**src/rtl/wishbone_multi_arbiter.sv**
```systemverilog
// rtl/wishbone_multi_arbiter.sv - N-master Wishbone B4 classic arbiter and bus mux
//
// Purpose:
//   Shares one downstream Wishbone bus between MASTERS upstream masters.
//   The grant is held for the whole cyc burst of the current owner. Handover
//   happens with zero idle cycles. A per-transfer stall watchdog answers a
//   hung slave with err.
//
// Configuration:
//   WB_ARB_ROUND_ROBIN_EN  defined   : round-robin search starting after the last owner
//                          undefined : fixed priority, lowest index wins
//
// Ports:
//   i_clk, i_rst                     clock, asynchronous active-high reset
//   m_cyc/m_stb/m_we [MASTERS]       per-master bus controls
//   m_adr/m_o_dat/m_sel              packed per-master address, write data, byte selects
//   m_ack/m_err/m_rty [MASTERS]      per-master responses (owner only)
//   m_i_dat                          read data broadcast to all masters
//   wb_cyc/wb_stb/wb_we/wb_adr/
//   wb_o_dat/wb_sel                  downstream bus driven from the owner
//   wb_i_dat/wb_ack/wb_err/wb_rty    downstream read data and responses
//   o_grant [MASTERS]                registered one-hot owner, zero when idle

module wishbone_multi_arbiter #(
    parameter int MASTERS = 2,
    parameter int ADDR_W  = 24,
    parameter int DATA_W  = 16,
    parameter int SEL_W   = 2,
    parameter int TIMEOUT = 255
) (
    input  logic                        i_clk,
    input  logic                        i_rst,
    input  logic [MASTERS-1:0]          m_cyc,
    input  logic [MASTERS-1:0]          m_stb,
    input  logic [MASTERS-1:0]          m_we,
    input  logic [MASTERS*ADDR_W-1:0]   m_adr,
    input  logic [MASTERS*DATA_W-1:0]   m_o_dat,
    input  logic [MASTERS*SEL_W-1:0]    m_sel,
    output logic [MASTERS-1:0]          m_ack,
    output logic [MASTERS-1:0]          m_err,
    output logic [MASTERS-1:0]          m_rty,
    output logic [DATA_W-1:0]           m_i_dat,
    output logic                        wb_cyc,
    output logic                        wb_stb,
    output logic                        wb_we,
    output logic [ADDR_W-1:0]           wb_adr,
    output logic [DATA_W-1:0]           wb_o_dat,
    output logic [SEL_W-1:0]            wb_sel,
    input  logic [DATA_W-1:0]           wb_i_dat,
    input  logic                        wb_ack,
    input  logic                        wb_err,
    input  logic                        wb_rty,
    output logic [MASTERS-1:0]          o_grant
);

    localparam int LW = (MASTERS > 1) ? $clog2(MASTERS) : 1;
    localparam int CW = (TIMEOUT > 0) ? $clog2(TIMEOUT + 1) : 1;

    logic [MASTERS-1:0] grant_q, grant_d;
    logic [LW-1:0]      last_q, last_d;
    logic [CW-1:0]      cnt_q, cnt_d;

    logic owned;
    logic stb_raw;
    logic wd_hit;
    logic any_resp;

    // The owner keeps the bus only while its own cyc is high; otherwise the
    // next edge re-arbitrates, which is what gives the zero-idle handover.
    assign owned    = |(grant_q & m_cyc);
    assign stb_raw  = |(grant_q & m_stb);
    assign any_resp = wb_ack | wb_err | wb_rty;
    assign wd_hit   = (TIMEOUT > 0) && (cnt_q == CW'(TIMEOUT));

    always_comb begin
        logic [LW:0]   sum;
        logic [LW-1:0] idx;
        logic          found;
        grant_d = grant_q;
        last_d  = last_q;
        sum     = '0;
        idx     = '0;
        found   = 1'b0;
        if (!owned) begin
            grant_d = '0;
            for (int i = 0; i < MASTERS; i++) begin
`ifdef WB_ARB_ROUND_ROBIN_EN
                // Candidate order: last+1, last+2, ... wrapping modulo MASTERS.
                sum = {1'b0, last_q} + (LW+1)'(i + 1);
                if (sum >= (LW+1)'(MASTERS)) begin
                    sum = sum - (LW+1)'(MASTERS);
                end
                idx = sum[LW-1:0];
`else
                sum = '0;
                idx = LW'(i);
`endif
                if (!found && m_cyc[idx]) begin
                    found        = 1'b1;
                    grant_d[idx] = 1'b1;
                    last_d       = idx;
                end
            end
        end
    end

    // Stall counter: any cycle without a live strobe, or with a response,
    // restarts it. The timeout cycle itself has wb_stb forced low, so the
    // counter clears right after firing.
    always_comb begin
        if (!wb_stb || any_resp) begin
            cnt_d = '0;
        end else begin
            cnt_d = cnt_q + CW'(1);
        end
    end

    always_ff @(posedge i_clk or posedge i_rst) begin
        if (i_rst) begin
            grant_q <= '0;
            last_q  <= LW'(MASTERS - 1);
            cnt_q   <= '0;
        end else begin
            grant_q <= grant_d;
            last_q  <= last_d;
            cnt_q   <= cnt_d;
        end
    end

    // Downstream mux: an AND-OR over the one-hot grant yields zeros when idle.
    always_comb begin
        wb_we    = 1'b0;
        wb_adr   = '0;
        wb_o_dat = '0;
        wb_sel   = '0;
        for (int k = 0; k < MASTERS; k++) begin
            wb_we    = wb_we | (grant_q[k] & m_we[k]);
            wb_adr   = wb_adr   | ({ADDR_W{grant_q[k]}} & m_adr[k*ADDR_W +: ADDR_W]);
            wb_o_dat = wb_o_dat | ({DATA_W{grant_q[k]}} & m_o_dat[k*DATA_W +: DATA_W]);
            wb_sel   = wb_sel   | ({SEL_W{grant_q[k]}}  & m_sel[k*SEL_W +: SEL_W]);
        end
    end

    assign wb_cyc  = owned;
    assign wb_stb  = stb_raw & ~wd_hit;
    assign o_grant = grant_q;
    assign m_i_dat = wb_i_dat;

    // A genuine ack landing on the timeout cycle wins over the synthetic err.
    assign m_ack = grant_q & {MASTERS{wb_ack}};
    assign m_err = grant_q & {MASTERS{wb_err | (wd_hit & ~wb_ack)}};
    assign m_rty = grant_q & {MASTERS{wb_rty}};

endmodule
```
**config.mk**
```make
export PLATFORM = sky130hd
export DESIGN_NAME = wishbone_multi_arbiter
export DESIGN_NICKNAME = d
export VERILOG_FILES = /design/src/rtl/wishbone_multi_arbiter.sv
export SDC_FILE = /design/constraint.sdc
export NUM_CORES = 1
export LEC_CHECK = 0
export CAP_MARGIN = 10
export CELL_PAD_IN_SITES_DETAIL_PLACEMENT = 1
export CELL_PAD_IN_SITES_GLOBAL_PLACEMENT = 1
export CORE_MARGIN = 2
export CORE_UTILIZATION = 12
export DETAILED_ROUTE_END_ITERATION = 7
export PLACE_DENSITY = 0.84
export SLEW_MARGIN = 25
export SYNTH_ARGS = -nofsm -noshare
export SYNTH_HDL_FRONTEND = slang
export SYNTH_SLANG_ARGS = --single-unit
```
**constraint.sdc**
```tcl
create_clock -name i_clk -period 1.48 [get_ports i_clk]
set_input_delay 0.222 -clock i_clk [delete_from_list [all_inputs] [get_ports i_clk]]
set_output_delay 0.222 -clock i_clk [all_outputs]
set_load 0.05 [all_outputs]
```
==> summary.txt, run 1 <==
Clocking
  • Clock slew at reported path FFs: around 50 ps
  • Clk_lat worst skew: 240 ps
  • Total CTS buffers: 3
  • Largest buffer count on any clock path: 2
  • Sink Count: 10
  • Root Buffer: clkbuf_8
  • TritonCTS clock tree: built
  • H-tree levels: 1
  • Hold buffers post-CTS: 0

Worst setup path
  • WP data required: roughly 1300 ps
  • Critical path startpoint category: flip-flop
  • Worst R2R Setup Slack: -10 ps
  • Crit end category: output pin
  • Kind of critical path: reg2out
  • Worst reg2reg path startpoint: cnt_q[0]
  • CP Max Fanout: 4
  • Critical Path Start: o_grant[0]
  • Crit path arrival time: around 1500 ps

Route
  • Via Count: 1675
  • Routed wire per std cell: around 19 um
  • Router iterations before antenna repair: 4
  • ANT nets after route: 0
  • Iteration-0 DRC Markers: 5
  • Vias per inst: around 4.3
  • Final WL: 7270 um
  • Drt drc: 0

Flow run
  • Max-cap violations: 0

Synth
  • Top cells by area, synth: a22o_1 (34%), dfrtp_1 (23%), buf_4 (11%)
  • Synth Cell Area: roughly 0.0011 mm2
  • Seq cells post-synth: 10
  • Post-synth top area share: 33.9%
  • Synth Flop Type: dfrtp_1
  • Most common cell in the netlist: a22o_1
  • Synthesized area per cell: 8.60 um2
  • Distinct cells, synth: 29
  • Post-synth top cells: a22o_1 (43), buf_4 (16), dfrtp_1 (10)
  • Largest area contributor in the netlist: a22o_1
  • Async set or reset register ratio after synthesis: 100%
  • Seq/Total Area, Yosys: 22.5%
  • Post-synth EDFFs: 0
  • Synthesis Warnings: 0
  • Syn nets: ~240
  • Mapped Cells: 129

Layout
  • Layout net count: between 300 and 400
  • Footprint of the multi-input gates: about 990 um2
  • Post-route insts no fill: 387
  • Layout area overhead: 236%
  • Fillers: 952
  • N_diodes: 0
  • Post-Route Utilization: 40.9%
  • Layout cell share with drive strength beyond 1: a little over half
  • Seq. cell area: 253 um2

Global routing
  • Met3 Track Usage GR: 2.99%
  • Initial antenna violation count: 0
  • First-pass GRT wire length: 9540 um
  • GRT Total Usage: about 12%
  • Largest net degree at the start of global routing: 37
  • Met2 usage: a little under a quarter
  • GR Util met1: 13.2%
  • Vias in the first global route: approximately 1800
  • Grt peak-use layer: met2
  • GRT Residual Overflow: 0

Timing
  • Achievable clock frequency: 595 MHz
  • Final critical-path share of the clock period: 113%
  • Worst Max-Slew Pin Slew: ~580 ps
  • RSZ-0062 raised after global routing: yes
  • Worst setup margin: -200 ps
  • Worst clock skew: roughly 0.47 ps
  • Final setup violation count: 51
  • Setup TNS: -5550 ps
  • Max-slew violation count: 0
  • Hold Fails Final Rpt: 0
  • Fin crit period: 1680 ps
  • Rel. slew slack: between 60% and 70%

Floorplan
  • Initial Util: about 12%
  • IO Pins: 180
  • Core box area: 0.00911 mm2
  • Die W: between 100 and 150 um
  • Row count: 35
  • Die Y: 100 um
  • Die area: 0.0100 mm2

Power and ir drop
  • Max VDD drop: about 260 uV
  • PD cells: approximately 750 mW/mm2
  • Lkg Pwr: about 0.0015 uW
  • Total power: between 2000 and 3000 uW

Run status
  • Status: finished, violations left
  • Failing checks: negative setup slack

Placed design
  • # port buffers: approximately 150
  • RePlAce Congestion: 0.681
  • Placed cell count: ~370
  • Final HPWL DP: approximately 5600 um
  • Place WS: -140 ps

Worst hold path
  • Hold/Removal Path Class: in2async
## critical path, cell delays in order (launching register included)
cell and delay (ps):
dfrtp_2 460, a22oi_1 510, a31oi_4 70, buf_12 170
## path summary, 6_finish.rpt
path                               to  cells after the start
min reg2reg                  cnt_q[6]                      2
max                            wb_stb                      3
min in group i_clk         m_i_dat[4]                      0
max in group asynchronous  o_grant[0]                      2
max reg2reg                  cnt_q[5]                      5
min                          cnt_q[7]                      2
## metal layers
metal	wire, um	part of all wire [%]
met4	105	1.4
met3	604	8.3
met2	4010	55
met1	2540	35
met5	0	0
## stage by stage
stage / hold slack [ps] / cell area (um2)
after detailed placement: 444 / 3340
after CTS: 287 / 3420
after global routing: 321 / 3730
after global placement: 444 / 3340
after floorplan: 62.0 / 1240
final: 289 / 3730
## flip-flops by register name, indices dropped and copies added (netlist names)
register	cells
cnt_q	8
o_grant	2
## placed cells by master (no fill, tap or decap), types with 2 or more instances in the layout
master           count
dfrtp_2              2
clkbuf_16            2
a21oi_1              4
nand2_4              3
xnor2_1              3
and3_1               2
nor2_4               2
nor2_1               3
buf_6                2
buf_12              57
dfrtp_1              8
nor2_2               3
o21ai_0              2
nand2_1              3
clkdlybuf4s50_1     94
nand3_1              2
and2_4               2
buf_4               14
clkbuf_8             4
a22o_4              22
a22o_2              21
inv_1                3
or3_1                2
## cell type report
class	instances	area share [%]
Timing Repair Buffer	170	61.0
Clock buffer	4	1.48
Multi-Input combinational cell	88	26.5
Inverter	4	0.504
Tap cell	111	3.73
Sequential cell	10	6.78
## cell families after synthesis
| kind of cell | Yosys count | share of synthesized area (%) |
|---|---|---|
| AOI/OAI and AO/OA | 56 | 43.2 |
| buffers and inverters | 31 | 16.7 |
| and+or+nand+nor | 27 | 13.1 |
| DFF | 10 | 22.5 |
| xor gates and xnor gates | 3 | 2.37 |
| muxes | 1 | 1.01 |
| adders and majority gates | 1 | 1.13 |
## where the power goes
part / total [uW] / switching [uW] / internal, uW / leakage [uW]
Combinational: 2140 / 1000 / 1140 / 0.00138
Sequential: 295 / 13.7 / 282 / 0.000133
Clock: 351 / 116 / 235 / 0.0000288
## timing repair
action                                  in CTS  in global routing
setup buffers                                2                  6
resized for setup                            4                 33
pin swaps                                    3                  4
cloned                                       0                  2
endpoints found under the setup margin      47                 52
No activity file was read; power rests on OpenSTA's default activity.
==> run 2: changes to the inputs <==
--- a/config.mk
+++ b/config.mk
@@ -11,6 +11,7 @@
 export CORE_MARGIN = 2
 export CORE_UTILIZATION = 12
 export DETAILED_ROUTE_END_ITERATION = 7
+export HOLD_SLACK_MARGIN = 0.05
 export PLACE_DENSITY = 0.84
 export SLEW_MARGIN = 25
 export SYNTH_ARGS = -nofsm -noshare
==> results of run 2 <==
Final layout, timing and power as in run 1 (identical DEF).
